--- src/rtl/mips_writeback.sv ---
// mips_writeback: write side of the 32x32 MIPS register file.
// Takes one retiring instruction per handshake, picks the destination
// register, forms the write value (ALU, lui, jal link or an extended load
// lane) and issues a single-cycle write strobe. Loads go through a
// request/valid memory handshake that is abandoned after MEM_TIMEOUT idle
// cycles.
module mips_writeback #(
    parameter int MEM_TIMEOUT = 16,
    parameter int CNT_W       = 5
) (
    input  logic        clk,
    input  logic        rst_n,
    input  logic        in_valid,
    output logic        in_ready,
    input  logic [5:0]  opcode,
    input  logic [4:0]  rt,
    input  logic [4:0]  rd,
    input  logic [15:0] imm,
    input  logic [31:0] pc,
    input  logic [31:0] alu_result,
    output logic        mem_req,
    output logic [31:0] mem_addr,
    input  logic        mem_rvalid,
    input  logic [31:0] mem_rdata,
    output logic        rf_we,
    output logic [4:0]  rf_waddr,
    output logic [31:0] rf_wdata,
    output logic        misaligned,
    output logic        mem_timeout
);

    localparam logic [5:0] OP_RTYPE = 6'b000000;
    localparam logic [5:0] OP_JAL   = 6'b000011;
    localparam logic [5:0] OP_ADDI  = 6'b001000;
    localparam logic [5:0] OP_ADDIU = 6'b001001;
    localparam logic [5:0] OP_SLTI  = 6'b001010;
    localparam logic [5:0] OP_SLTIU = 6'b001011;
    localparam logic [5:0] OP_ANDI  = 6'b001100;
    localparam logic [5:0] OP_ORI   = 6'b001101;
    localparam logic [5:0] OP_XORI  = 6'b001110;
    localparam logic [5:0] OP_LUI   = 6'b001111;
    localparam logic [5:0] OP_LB    = 6'b100000;
    localparam logic [5:0] OP_LH    = 6'b100001;
    localparam logic [5:0] OP_LW    = 6'b100011;
    localparam logic [5:0] OP_LBU   = 6'b100100;
    localparam logic [5:0] OP_LHU   = 6'b100101;

    typedef enum logic [0:0] {
        IDLE     = 1'b0,
        WAIT_MEM = 1'b1
    } state_t;

    state_t           state, state_nx;
    logic [CNT_W-1:0] cnt;
    logic [CNT_W-1:0] cnt_inc;
    logic             timeout_hit;

    // latched load context, valid while in WAIT_MEM
    logic [5:0]       ld_op;
    logic [1:0]       ld_off;
    logic [4:0]       ld_dst;

    // decode of the instruction currently offered
    logic             accept;
    logic             is_load;
    logic             is_write;
    logic             is_misal;
    logic [4:0]       dst;
    logic [31:0]      nl_data;

    // Lane extraction: byte/half picked by the latched offset, then extended.
    function automatic logic [31:0] extract(input logic [5:0]  op,
                                            input logic [1:0]  off,
                                            input logic [31:0] word);
        logic [7:0]  b;
        logic [15:0] h;
        b = word[8*off +: 8];
        h = off[1] ? word[31:16] : word[15:0];
        case (op)
            OP_LB:   extract = {{24{b[7]}}, b};
            OP_LBU:  extract = {24'h0, b};
            OP_LH:   extract = {{16{h[15]}}, h};
            OP_LHU:  extract = {16'h0, h};
            default: extract = word;
        endcase
    endfunction

    // Handshake: only IDLE can take a new instruction, never under reset.
    assign in_ready = rst_n && (state == IDLE);
    assign accept   = in_valid && in_ready;

    assign cnt_inc     = cnt + 1'b1;
    assign timeout_hit = (cnt_inc == CNT_W'(MEM_TIMEOUT));

    // Opcode decode: classify, pick destination, form non-load data.
    always_comb begin
        is_load  = 1'b0;
        is_write = 1'b0;
        is_misal = 1'b0;
        dst      = rt;
        nl_data  = alu_result;
        case (opcode)
            OP_RTYPE: begin
                is_write = 1'b1;
                dst      = rd;
            end
            OP_JAL: begin
                is_write = 1'b1;
                dst      = 5'd31;
                nl_data  = pc + 32'd4;
            end
            OP_ADDI, OP_ADDIU, OP_SLTI, OP_SLTIU,
            OP_ANDI, OP_ORI, OP_XORI: begin
                is_write = 1'b1;
            end
            OP_LUI: begin
                is_write = 1'b1;
                nl_data  = {imm, 16'h0000};
            end
            OP_LB, OP_LBU: begin
                is_load = 1'b1;
            end
            OP_LH, OP_LHU: begin
                is_load  = 1'b1;
                is_misal = alu_result[0];
            end
            OP_LW: begin
                is_load  = 1'b1;
                is_misal = |alu_result[1:0];
            end
            default: ;
        endcase
    end

    // Next-state: enter WAIT_MEM on an aligned load, leave on data or timeout.
    always_comb begin
        state_nx = state;
        case (state)
            IDLE: begin
                if (accept && is_load && !is_misal)
                    state_nx = WAIT_MEM;
            end
            WAIT_MEM: begin
                if (mem_rvalid || timeout_hit)
                    state_nx = IDLE;
            end
            default: state_nx = IDLE;
        endcase
    end

    // State, counter, load context and all registered outputs.
    always_ff @(posedge clk) begin
        if (!rst_n) begin
            state       <= IDLE;
            cnt         <= '0;
            ld_op       <= '0;
            ld_off      <= '0;
            ld_dst      <= '0;
            rf_we       <= 1'b0;
            rf_waddr    <= '0;
            rf_wdata    <= '0;
            mem_req     <= 1'b0;
            mem_addr    <= '0;
            misaligned  <= 1'b0;
            mem_timeout <= 1'b0;
        end else begin
            state      <= state_nx;
            rf_we      <= 1'b0;
            misaligned <= 1'b0;
            case (state)
                IDLE: begin
                    cnt <= '0;
                    if (accept) begin
                        if (is_load) begin
                            if (is_misal) begin
                                misaligned <= 1'b1;
                            end else begin
                                mem_req  <= 1'b1;
                                mem_addr <= {alu_result[31:2], 2'b00};
                                ld_op    <= opcode;
                                ld_off   <= alu_result[1:0];
                                ld_dst   <= dst;
                            end
                        end else if (is_write) begin
                            // $0 is never written but the address/data still track
                            rf_we    <= (dst != 5'd0);
                            rf_waddr <= dst;
                            rf_wdata <= nl_data;
                        end
                    end
                end
                WAIT_MEM: begin
                    if (mem_rvalid) begin
                        mem_req  <= 1'b0;
                        rf_we    <= (ld_dst != 5'd0);
                        rf_waddr <= ld_dst;
                        rf_wdata <= extract(ld_op, ld_off, mem_rdata);
                    end else if (timeout_hit) begin
                        mem_req     <= 1'b0;
                        mem_timeout <= 1'b1;
                        cnt         <= '0;
                    end else begin
                        cnt <= cnt_inc;
                    end
                end
                default: ;
            endcase
        end
    end

endmodule

--- config.mk ---
export PLATFORM = sky130hd
export DESIGN_NAME = mips_writeback
export DESIGN_NICKNAME = d
export VERILOG_FILES = /design/src/rtl/mips_writeback.sv
export SDC_FILE = /design/constraint.sdc
export NUM_CORES = 1
export LEC_CHECK = 0
export BUFFER_PORTS_ARGS = -buffer_cell sky130_fd_sc_hd__buf_4
export CORE_MARGIN = 3
export CORE_UTILIZATION = 46
export DETAILED_ROUTE_END_ITERATION = 7
export PLACE_DENSITY = 0.89
export SYNTH_ARGS = -nofsm -noshare
export SYNTH_HDL_FRONTEND = slang
export SYNTH_SLANG_ARGS = --single-unit
--- constraint.sdc ---
create_clock -name clk -period 2 [get_ports clk]
set_input_delay 0.2 -clock clk [delete_from_list [all_inputs] [get_ports clk]]
set_output_delay 0.2 -clock clk [all_outputs]
set_load 0.01 [all_outputs]
==> results of run 1 <==
[power by group through the flow]
stage | clock [mW] | combinational (mW) | sequential [mW]
after floorplan | 0 | 0.259 | 1.88
after global placement | 0 | 0.694 | 1.88
after detailed placement | 0 | 0.703 | 1.88
after CTS | 1.80 | 0.710 | 1.84
after global routing | 1.86 | 0.774 | 1.84
final | 1.79 | 0.729 | 1.84
[placed cells by master, fill, tap and decap left out, types with 14 or more instances in the layout]
master and count:
buf_4 257, o21ai_0 28, dfxtp_1 90, nand3_1 32, nand2_1 120, o21ai_1 14
nor2_1 19, a221oi_1 19, a21oi_1 72, nor3_1 16, a211oi_1 22, nor4_1 18
[sequential cells by signal (all words and copies together), names as in the netlist]
signal	flops
mem_timeout	1
ld_off	2
rf_we	1
misaligned	1
cnt	5
state	1
mem_addr	30
rf_wdata	32
rf_waddr	5
mem_req	1
ld_dst	5
ld_op	6
[final cells by class]
| cell class | count | area (sq um) | area share [%] |
|---|---|---|---|
| inverter | 11 | 41.3 | 0.522 |
| clock buffer | 11 | 253 | 3.20 |
| multi-input combinational | 562 | 3530 | 44.6 |
| timing repair buffer | 264 | 2050 | 25.9 |
| sequential | 90 | 1800 | 22.8 |
| tap | 143 | 179 | 2.26 |
| clock inverter | 5 | 60.1 | 0.759 |
[metrics by stage]
step	TNS, ns	std cells	total power [mW]	utilization (%)	instance area, sq um
2_1_floorplan	0	726	2.14	-	5640
3_3_place_gp	0	1069	2.57	64.5	7560
3_5_place_dp	-0.0881	1069	2.58	64.5	7560
4_1_cts	0	1085	4.35	67.3	7880
5_1_grt	-0.00234	1086	4.47	67.5	7910
6_report	0	1086	4.36	67.5	7910
[final timing paths]
path / from / endpoint / slack, ns / cells after the start
setup reg to reg: ld_op[1] / rf_wdata[9] / 0.04 / 5
setup / recovery: ld_op[1] / rf_wdata[9] / 0.04 / 5
hold reg to reg: mem_addr[22] / mem_addr[22] / 0.46 / 2
hold / removal: alu_result[22] / mem_addr[22] / 0.11 / 3
[logic make-up (layout without fill, tap and decap cells)]
kind of cell,count (synthesis),count (layout),share of synthesized area [%]
XOR/XNOR,18,18,2.80
flip-flops,90,90,32.0
adder cells (fa/ha/maj),2,2,0.444
AO/OA/AOI/OAI,249,249,30.9
AND/OR/NAND/NOR,277,277,25.1
multiplexers,14,14,2.75
buffers and inverters,74,291,5.93
other,1,2,0.0666
[repair_timing]
item / in CTS / in global routing
endpoints found under the setup margin: 8 / 18
gates resized for setup: 2 / 6
cloned: 0 / 0
hold buffers: 0 / 0
pin swaps: 0 / 2
buffers inserted: 0 / 1
[worst max-delay path: cells and delay by family, from the launching register on]
| family | cells | cell delay, ns |
|---|---|---|
| compound gates | 3 | 0.73 |
| simple gates | 1 | 0.61 |
| flops | 1 | 0.35 |
| buf+inv | 1 | 0.19 |
[per-layer routing]
layer | share of wire (%) | up-vias | global-route usage, % | wire, microns
met1 | 37 | 3170 | 38.5 | 8310
li1 | - | 3128 | - | -
met2 | 47 | 488 | 50.3 | 10400
met4 | 5.3 | 0 | 15.7 | 1190
met5 | 0 | - | 0 | 0
met3 | 10 | 91 | 6.11 | 2330
==> summary.md, run 1 <==
| Metric | Value |
|---|---|
| Status | finished, final reports clean |
| Initial Util | 48.1% |
| Reg power frac | between 40 and 50% |
| All-Layer GR Usage | between 30% and 40% |
| TritonCTS buffer count | 9 |
| # diodes | 0 |
| Synth Instances | 725 |
| Num ports | between 200 and 250 |
| CP peak stage delay | 0.61 ns |
| CTS Root Cell | clkbuf_16 |
| Sw frac | about a quarter |
| Final worst-path cycle share | around 100% |
| Cell Int Power | 3.21 mW |
| Antenna viol nets, final | 0 |
| Clk_lat worst skew | around 0.34 ns |
| Dpl hpwl | about 17 mm |
| Startpoint type of the worst setup path | flop |
| Crit path time final | a little under 2 ns |
| Final wirelength | 22.2 mm |
| Final Hold Viols | 0 |
| Setup CP Type | reg -> reg |
| Critical path fanouts, max | 5 |
| CTS tree | built |
| Worst EP required | 2.25 ns |
| Initial antenna violation count | 0 |
| Async S/R FF share, synth | 0% |
| Total of max-cap violations | 0 |
| Switching power | 1.14 mW |
| Yosys top cell area share | between 30% and 40% |
| Part of the power in combinational logic | 16.7% |
| Clock power frac | 41.1% |
| EDFF count, synth | 0 |
| GP Congestion | roughly 0.96 |
| Final WS setup | between 0.03 and 0.04 ns |
| Yosys warning count | 0 |
| # DRC | 0 |
| Vias in the first global route | ~6000 |
| WHS | ~0.11 ns |
| Slowest stage cell, crit path | or4b_4 |
| P_leak | around 3.2 nW |
| Die width | about 120 microns |
| Most frequent cells after synthesis | nand2_1, dfxtp_1, a21oi_1 |
| Synth-to-Final Area Change | 40.4% |
| Filler cell count | 975 |
| Clock Pin Slew Worst Setup and Hold Paths | ~0.07 ns |
| CP cell instances | or4b_4 -> o41ai_4 -> buf_4 -> a221oi_1 -> o31ai_1 |
| Most common cell in the netlist | nand2_1 |
| Path category of the worst min-delay check | in -> reg |
| Fraction of layout cells with a size suffix above 1 | between 30 and 40% |
| Peak VDD IR | between 0.0003 and 0.0004 V |
| Total iterations of the first detailed-routing run | 6 |
| CP arrival | 2.21 ns |
| Synthesized flop and latch total | 90 |
| PortBufs | between 200 and 250 |
| Wirelength per Cell | 20.5 microns |
| Largest net degree at the start of global routing | 45 |
| Area leader, netlist | dfxtp_1 |
| P per Cell Area | 551 nW/um^2 |
| Crit end category | flop |
| Final setup fails | 0 |
| Slew Viols, Final | 0 |
| Full die area | ~14000 sq um |
| Global-route wire length before repair | ~33 mm |
| Total grt overflow | 0 |
| Post-synth cell types | 72 |
| H-tree Lvls | 3 |
| Row cnt | 39 |
| Iteration-0 DRC Markers | approximately 860 |
| Die height | around 120 microns |
| Avg Cell Area, Syn | between 7 and 8 sq um |
| Vias per cell | approximately 6.3 |
| CTS Buffer Depth | 2 |
| Synth area leaders | dfxtp_1, nand2_1, a21oi_1 |
| Sequential area share after synthesis | 32.0% |
| # clock sinks | 90 |
| Max Clk Rate | ~0.5 GHz |
| DR vias | between 6000 and 7000 |
| Fin Clk Skew | between 0.007 and 0.008 ns |
| CORE AREA | ~12000 sq um |
| Nets | between 1000 and 1500 |
| Mapped Area | approximately 5600 sq um |
| DP Worst Slack | -0.0562 ns |
| Main synth FF type | dfxtp_1 |
No activity file was read; power rests on OpenSTA's default activity.
==> run 2: changes to the inputs <==
--- a/config.mk
+++ b/config.mk
@@ -10,6 +10,7 @@
 export CORE_UTILIZATION = 46
 export DETAILED_ROUTE_END_ITERATION = 7
 export PLACE_DENSITY = 0.89
+export SETUP_SLACK_MARGIN = 0.2
 export SYNTH_ARGS = -nofsm -noshare
 export SYNTH_HDL_FRONTEND = slang
 export SYNTH_SLANG_ARGS = --single-unit
==> run 2 against run 1 <==
Effect of this change: register-to-register slack improved by 0.05 ns; routed wire length rose by 4.0%; clock skew rose by 0.0022 ns; clock power fell by 6%; final cell count rose by 0.46%.
==> summary.md, run 2 (synthesized netlist as in run 1, its figures left out) <==
| Metric | Value |
|---|---|
| Final setup fails | 0 |
| Initial Util | about half |
| # DRC | 0 |
| Antenna viol nets, final | 0 |
| Sequential cell area | roughly 1800 sq um |
| Final worst-path cycle share | between 90% and 100% |
| Iteration-0 DRC Markers | around 1100 |
| Total iterations of the first detailed-routing run | 6 |
| Largest register FFs | 32 |
| Peak VDD IR | 0.000587 V |
| Slew HR | 65.0% |
| Row cnt | 39 |
| Final instance area | 8140 sq um |
| # diodes | 0 |
| Die width | between 100 and 150 microns |
| Vias in the first global route | 6395 |
| Worst r2r dst | rf_wdata[10] |
| Setup TNS | 0 ns |
| WHS | ~0.095 ns |
| CTS Buffer Depth | 2 |
| Crit end category | flop |
| Wirelength per Cell | between 20 and 25 microns |
| PortBufs | a little over 200 |
| Num ports | just over 200 |
| Global-route wire length before repair | approximately 33 mm |
| P per Cell Area | ~520 nW/um^2 |
| Nets | between 1000 and 1500 |
| Max Clk Rate | approximately 0.52 GHz |
| # clock sinks | 90 |
| Largest Register | rf_wdata |
| Filler cell count | about 900 |
| P_leak | between 3 and 4 nW |
| Largest regs | rf_wdata: 32 flops, mem_addr: 30 flops, ld_op: 6 flops |
| Setup CP Type | reg -> reg |
| CTS tree | built |
| Status | finished, final reports clean |
| H-tree Lvls | 3 |
| HP Start | alu_result[25] |
| Worst EP required | about 2.3 ns |
| GP Congestion | 0.992 |
| Total of max-cap violations | 0 |
| Fraction of layout cells with a size suffix above 1 | a little over a third |
| Final wirelength | 23.1 mm |
| WHS Endpoint | mem_addr[25] |
| Dpl cell area | about 7600 sq um |
| R2r worst-path depth | 5 |
| Die height | 117 microns |
| Reg2reg start | ld_op[4] |
| CTS Root Cell | clkbuf_16 |
| Total grt overflow | 0 |
| CP arrival | 2.17 ns |
| RSZ-0062 raised after global routing | true |
| Startpoint type of the worst setup path | flop |
| Overall power | roughly 4.3 mW |
| Hold Path Cell Cnt | 3 |
| Fin Clk Skew | 0.0101 ns |
| Path category of the worst min-delay check | in -> reg |
| Final Hold Viols | 0 |
| Initial antenna violation count | 0 |
| Synth-to-Final Area Change | 44.5% |
| CORE AREA | around 12000 sq um |
| Full die area | between 10000 and 15000 sq um |
| Dpl hpwl | ~17 mm |
| Crit path time final | between 1.5 and 2 ns |
| Largest net degree at the start of global routing | 45 |
| Commonest non-fill, non-tap cell in the layout | buf_4 |
| Critical path fanouts, max | 5 |
| Worst Max-Slew Pin Slew | 0.525 ns |
| Multi-input gate area | roughly 3600 sq um |
| TritonCTS buffer count | 9 |
| Commonest non-fill, non-tap cells in the layout | buf_4, nand2_1, dfxtp_1 |
| Reg2reg setup slack | roughly 0.09 ns |
| Clock Pin Slew Worst Setup and Hold Paths | 0.07 ns |
| Clk_lat worst skew | roughly 0.35 ns |
| Slew Viols, Final | 0 |
| Vias per cell | roughly 6.5 |
| Hold_buf cts | 0 |
| DR vias | a little over 7000 |
| All-Layer GR Usage | between 30 and 40% |
==> run 2: cell count changes in the layout (fill, tap and decap cells not counted), moves of 2 or more <==
cell / change
a211oi_2: +3
a221oi_1: -3
a211oi_1: -5
dfxtp_1: -6
buf_6: -2
clkbuf_16: +2
a211oi_4: +2
buf_12: +6
dfxtp_2: +5
o21ai_0: -2
a221oi_2: +3
o21ai_1: +2
==> run 2: where the power goes <==
| part | switching (mW) | internal [mW] |
|---|---|---|
| combinational | 0.390 | 0.359 |
| sequential | 0.0183 | 1.82 |
| clock | 0.783 | 0.893 |
| total | 1.19 | 3.07 |
==> run 2: what timing repair did <==
item / 4_1_cts / 5_1_grt
endpoints found under the setup margin: 30 / 35
gates resized for setup: 7 / 27
pin swaps: 2 / 14
setup buffers: 0 / 6
cloned: 0 / 2
==> run 2: worst max-delay path, stage by stage (launching register included) <==
cell and delay (ns):
dfxtp_2 0.32, or4b_4 0.59, o41ai_4 0.42, buf_4 0.22
a211oi_1 0.06, o31ai_1 0.22
==> run 2: layout make-up <==
class,instances,share of cell area [%]
multi-input cells,562,44.7
repair buffers,269,26.8
flip-flops and latches,90,22.3
clock buffers,10,2.94
well taps,143,2.20
clock inverters,6,0.615
inverters,11,0.507
==> run 2: worst max path at each step <==
stage,from,slack [ns],endpoint,cells past startpoint
6_report,ld_op[4],0.09,rf_wdata[10],5
5_1_grt,ld_op[3],0.05,rf_wdata[19],6
4_1_cts,state,0.17,rf_wdata[29],6
3_5_place_dp,opcode[3],0.02,rf_wdata[17],7
3_3_place_gp,opcode[3],0.05,rf_wdata[19],7
2_1_floorplan,ld_op[4],0.08,rf_wdata[20],6
==> run 2: metrics by stage <==
stage / cells / setup slack, ns / util (%)
3_3_place_gp: 1067 / 0.0459 / 65.0
4_1_cts: 1083 / 0.166 / 67.6
3_5_place_dp: 1067 / 0.0195 / 65.0
5_1_grt: 1091 / 0.0461 / 69.5
2_1_floorplan: 726 / 0.0800 / -
6_report: 1091 / 0.0898 / 69.5
==> run 2: routing by layer <==
layer	vias to the layer above	part of all wire [%]	routed length, microns	track usage (%)
li1	3133	-	-	-
met1	3264	37	8570	39.8
met2	566	45	10500	48.7
met3	105	13	3000	9.69
met4	0	4.7	1080	12.6
met5	-	0	0	0
